### config.mk
export PLATFORM = sky130hd
export DESIGN_NAME = ex1_trial_ctrl
export DESIGN_NICKNAME = d
export VERILOG_FILES = /design/src/rtl/ex1_trial_ctrl.sv
export SDC_FILE = /design/constraint.sdc
export NUM_CORES = 1
export LEC_CHECK = 0
export ABC_CLOCK_PERIOD_IN_PS = 3210
export BUFFER_PORTS_ARGS = -buffer_cell sky130_fd_sc_hd__clkbuf_2
export CAP_MARGIN = 20
export CELL_PAD_IN_SITES_DETAIL_PLACEMENT = 0
export CELL_PAD_IN_SITES_GLOBAL_PLACEMENT = 1
export CORE_MARGIN = 2
export CORE_UTILIZATION = 35
export DETAILED_ROUTE_END_ITERATION = 6
export MAX_ROUTING_LAYER = met4
export PLACE_DENSITY_LB_ADDON = 0.08
export RECOVER_POWER = 100
export SETUP_SLACK_MARGIN = 0.5
export SLEW_MARGIN = 30
export SYNTH_ARGS = -nofsm -noshare
export SYNTH_HDL_FRONTEND = slang
export SYNTH_SLANG_ARGS = --single-unit
### constraint.sdc
create_clock -name CLK -period 3.21 [get_ports CLK]
set_clock_uncertainty 0.2 [all_clocks]
set_input_delay 0.642 -clock CLK [delete_from_list [all_inputs] [get_ports CLK]]
set_output_delay 0.642 -clock CLK [all_outputs]
set_load 0.01 [all_outputs]
### src/rtl/ex1_trial_ctrl.sv
// Trial sequencer for the 2-bit ex1 FSM: preloads state, holds a pseudo-random A, counts TARGET hits.
// Latency: campaign of NUM_TRIALS*(1+TRIAL_LEN) cycles from start edge to done; results registered.
// Backpressure: none; start is honoured only in IDLE/DONE and ignored while busy.
module ex1_trial_ctrl #(
  parameter int unsigned TRIAL_LEN   = 100,
  parameter int unsigned NUM_TRIALS  = 10000,
  parameter logic [1:0]  TARGET      = 2'b11,
  parameter logic [1:0]  START_STATE = 2'b00,
  parameter logic [15:0] LFSR_SEED   = 16'hACE1
) (
  input  logic        CLK,
  input  logic        RST,
  input  logic        start,
  input  logic [1:0]  dut_state,
  output logic        dut_load,
  output logic [1:0]  dut_load_state,
  output logic        dut_a,
  output logic        busy,
  output logic        done,
  output logic [15:0] hit_count,
  output logic [15:0] min_latency,
  output logic [15:0] trial_count
);

  typedef enum logic [1:0] {IDLE, LOAD, RUN, DONE} state_t;

  localparam logic [15:0] LAST_CYC   = 16'(TRIAL_LEN - 1);
  localparam logic [15:0] LAST_TRIAL = 16'(NUM_TRIALS - 1);

  state_t      state, state_nxt;
  logic [15:0] cyc;
  logic [15:0] lfsr;
  logic        hit_flag;
  logic        hit_now;
  logic        last_cyc;
  logic        last_trial;

  function automatic logic [15:0] lfsr_step(input logic [15:0] l);
    return {l[0] ^ l[2] ^ l[3] ^ l[5], l[15:1]};
  endfunction

  // First TARGET sighting of the trial, end-of-trial and end-of-campaign decodes
  always_comb begin
    hit_now    = (state == RUN) && (dut_state == TARGET) && !hit_flag;
    last_cyc   = (state == RUN) && (cyc == LAST_CYC);
    last_trial = (trial_count == LAST_TRIAL);
  end

  // State register
  always_ff @(posedge CLK) begin
    if (RST) state <= IDLE;
    else     state <= state_nxt;
  end

  // Next-state and state-decoded outputs
  always_comb begin
    state_nxt      = state;
    dut_load       = 1'b0;
    dut_load_state = START_STATE;
    busy           = 1'b0;
    done           = 1'b0;
    case (state)
      IDLE: begin
        if (start) state_nxt = LOAD;
      end
      LOAD: begin
        dut_load  = 1'b1;
        busy      = 1'b1;
        state_nxt = RUN;
      end
      RUN: begin
        busy = 1'b1;
        if (last_cyc) state_nxt = last_trial ? DONE : LOAD;
      end
      DONE: begin
        done = 1'b1;
        if (start) state_nxt = LOAD;
      end
      default: state_nxt = IDLE;
    endcase
  end

  // Trial datapath: LFSR/A draw on entry to LOAD, cycle counter, hit and latency tracking
  always_ff @(posedge CLK) begin
    if (RST) begin
      dut_a       <= 1'b0;
      hit_count   <= 16'h0000;
      min_latency <= 16'hFFFF;
      trial_count <= 16'h0000;
      lfsr        <= LFSR_SEED;
      cyc         <= 16'h0000;
      hit_flag    <= 1'b0;
    end else begin
      case (state)
        IDLE, DONE: begin
          if (start) begin
            // Campaign restarts from the seed; the first A is seed bit0
            hit_count   <= 16'h0000;
            trial_count <= 16'h0000;
            min_latency <= 16'hFFFF;
            dut_a       <= LFSR_SEED[0];
            lfsr        <= lfsr_step(LFSR_SEED);
            cyc         <= 16'h0000;
            hit_flag    <= 1'b0;
          end
        end
        LOAD: begin
          cyc      <= 16'h0000;
          hit_flag <= 1'b0;
        end
        RUN: begin
          cyc <= cyc + 16'd1;
          if (hit_now) begin
            hit_flag <= 1'b1;
            if (cyc < min_latency) min_latency <= cyc;
          end
          if (last_cyc) begin
            // A hit on the final cycle still counts for this trial
            if ((hit_flag || hit_now) && (hit_count != 16'hFFFF))
              hit_count <= hit_count + 16'd1;
            trial_count <= trial_count + 16'd1;
            if (!last_trial) begin
              dut_a <= lfsr[0];
              lfsr  <= lfsr_step(lfsr);
            end
          end
        end
        default: ;
      endcase
    end
  end

endmodule

==> summary.txt <==
Drt
  • Count of TritonRoute iterations in the first routing pass: 4
  • Routed wire length: 11400 µm
  • Post-detailed-route count of antenna-violating nets: 0
  • Drc violations: 0
  • Average routed wire per standard cell: roughly 16 µm
  • Via density: 5.29
  • Initial detailed-routing violation count: between 150 and 200
  • Vias after detailed routing: just under 4000

Clocking
  • H-tree depth: 3
  • Source-to-sink clock delay at the later pin of the worst-skew pair: 0.34 ns
  • Clock slew seen by the registers of the worst setup and hold paths: 0.06 ns
  • Sink count of the clock tree: 84
  • Number of buffers on the longest clock path: 2
  • CTS root buf: clkbuf_16
  • CTS buffer count: 9
  • Clock tree from TritonCTS: done

Global route
  • Via count of the first global-routing pass: 3653
  • Met2 Usage GRT: around 28%
  • Wire length of the first global-routing pass: 18500 µm
  • Maximum number of pins on one net before global-route repair: 30
  • Grt ovf: 0
  • Fraction of met1 tracks used by global routing: 24.3%
  • Met3 Track Usage GR: 2.69%
  • GR Util All Layers: 18.1%
  • Routing layer with the top usage in global route: met2
  • Antenna violations before repair: 0

Yosys
  • Cells after synthesis: around 500
  • Number of synthesized flops with an enable pin: 0
  • Post-synthesis cell area: 4310 µm²
  • Leading cell types by total area after synthesis: dfxtp_1 (39%), nor2_1 (6.3%), ha_1 (6.1%)
  • Leading post-synthesis cells by instance count: dfxtp_1 (84), nor2_1 (72), a21oi_1 (40)
  • Yosys warning total: 0
  • Yosys top cell area share: 39.0%
  • Most common flop cell mapped by yosys: dfxtp_1
  • Netlist cell types: 49
  • Async set or reset register ratio after synthesis: 0%
  • Total of flip-flops plus latches after synthesis: 84
  • Most instantiated library cell after synthesis: dfxtp_1
  • Post-synthesis average cell area: approximately 8.4 µm²
  • Library cell with the largest summed area after synthesis: dfxtp_1
  • Sequential-to-total area share from yosys stat: 39.0%

Job
  • Maxcap violations: 0

Critical path
  • Setup Crit Path Kind: register to register
  • CP most frequent cell: clkbuf_1
  • Kind of cell adding the most delay to the critical path: compound AO/OA/AOI/OAI gates
  • Data arrival time of the critical path: roughly 2.9 ns
  • Crit-path slowest cell: or4_1
  • Data required time at the worst endpoint: 3.24 ns
  • CP Capture Type: register
  • CP peak stage delay: 0.56 ns
  • CP Cell Sequence: or4_1 -> o41a_1 -> clkbuf_1 -> clkbuf_1 -> nor2_4 -> clkbuf_1 -> a21oi_1 -> a311o_1
  • Kind of start point of the critical path: register
  • Number of buffers and inverters on the critical path: 3
  • Crit-path max FO: 6

STA
  • Final hold violation count: 0
  • Number of pins with negative max-slew slack in the final report: 0
  • Final critical path time including I/O delays and setup: around 2.8 ns
  • Fmax: 0.353 GHz
  • Slew at the pin with the worst max-slew slack: 1.07 ns
  • Fin Setup TNS: 0 ns
  • Number of failing setup endpoints in the final timing report: 0
  • Hold_ws: 0.275 ns
  • Setup repair after global routing missed its margin: yes
  • Worst relative slew slack: approximately 29%
  • Portion of the clock cycle consumed by the worst path in the final layout: 88.3%

Power
  • P_leak: 2.15 nW
  • Largest vdd supply drop: 0.413 mV
  • Overall power: 0.00343 W
  • Power per standard cell area: approximately 670 nW/µm²

Die
  • Die width: 115 µm
  • DIE AREA: between 10000 and 15000 µm²
  • Core ar.: 12000 µm²
  • Number of core rows: 40
  • IO Pins: 59
  • Y dimension of the die: 115 µm
  • Initial core utilization: 35.9%

Layout
  • Non-filler cells, final: 734
  • Signed area change from the synthesized netlist to the final layout: 18.9%
  • Ratio of cells with drive above 1 in the final layout: 9.37%
  • Fin nets: 608
  • Inserted Diodes: 0

Placed design
  • Total of buffers placed on input and output ports: 56
  • DP Cell Count: 709
  • Placer congestion estimate: 0.746
  • Detailed Place HPWL: 7850 µm

Worst hold path
  • Hold/Removal Path Class: register to register

Status
  • Outcome: finished clean
-- timing repair --
action	4_1_cts	5_1_grt
setup endpoints to repair	25	15
setup buffers	3	5
gates cloned	0	1
hold endpoints to repair	0	0
resized for setup	9	12
pin swaps	4	11
hold buffers	0	0
-- cell families (layout without fill, tap and decap cells) --
kind of cell | count (synthesis) | in the layout | share of synthesized area, %
other | 1 | 2 | 0.0869
muxes | 23 | 23 | 5.34
AOI/OAI and AO/OA | 95 | 95 | 13.9
xor gates and xnor gates | 25 | 25 | 5.08
buffers and inverters | 54 | 126 | 4.93
and+or+nand+nor | 211 | 211 | 25.6
DFF | 84 | 84 | 39.0
adders and majority gates | 21 | 21 | 6.09
-- worst register-to-register path, delay by kind of cell (launching register included) --
family | cells | cell delay, ns
and+or+nand+nor | 2 | 0.69
AOI/OAI and AO/OA | 3 | 0.93
DFF | 1 | 0.31
buffers and inverters | 3 | 0.60
-- layout make-up --
cell class,count,area (µm²)
multi-input cells,377,2440
inverters,25,93.8
clock buffers,16,302
repair buffers,85,404
flip-flops and latches,84,1700
well taps,147,184
fillers,1286,6880
-- state kept, by name, summed over array words and instances, names as in the netlist --
register,cells
cyc,16
dut_a,1
hit_count,16
hit_flag,1
lfsr,16
min_latency,16
state,2
trial_count,16
-- metal layers --
layer | part of all wire, % | vias to the layer above
met1 | 51 | 1849
met2 | 45 | 46
met3 | 2.3 | 10
met4 | 1.5 | 0
met5 | 0 | -
li1 | - | 1976
-- metrics by stage --
step           worst slack [ns]  cell area [µm²]  utilization [%]
5_1_grt                   0.220             5130             42.7
2_1_floorplan             0.508             4330                -
3_3_place_gp              0.333             4830             40.2
6_report                  0.375             5130             42.7
4_1_cts                   0.495             5180             43.1
3_5_place_dp              0.262             4830             40.2
-- worst paths after layout --
kind                                             from               endpoint  slack, ns  cells after the start
worst min register to register  lfsr[13]$_SDFFE_PP1P_  lfsr[12]$_SDFFE_PP0P_       0.27                      2
worst max register to register    cyc[2]$_SDFFE_PP0P_   lfsr[0]$_SDFFE_PP1P_       0.37                      8
worst min-delay path            lfsr[13]$_SDFFE_PP1P_  lfsr[12]$_SDFFE_PP0P_       0.27                      2
worst max-delay path              cyc[2]$_SDFFE_PP0P_   lfsr[0]$_SDFFE_PP1P_       0.37                      8
-- report_power, final --
group	internal, W	switching [W]
Sequential	0.00114	0.0000606
Combinational	0.000388	0.000787
Clock	0.000632	0.000420
Total	0.00216	0.00127
-- cell usage in the layout (no fill, tap or decap), types with 20 or more instances in the layout --
master / count
clkbuf_1: 61
o21ai_0: 20
buf_4: 20
a21oi_1: 40
nand4_1: 20
ha_1: 20
nand2_1: 25
mux2i_1: 23
nor2_1: 71
dfxtp_1: 78
inv_1: 25
Power figures use the tool's default switching activity.
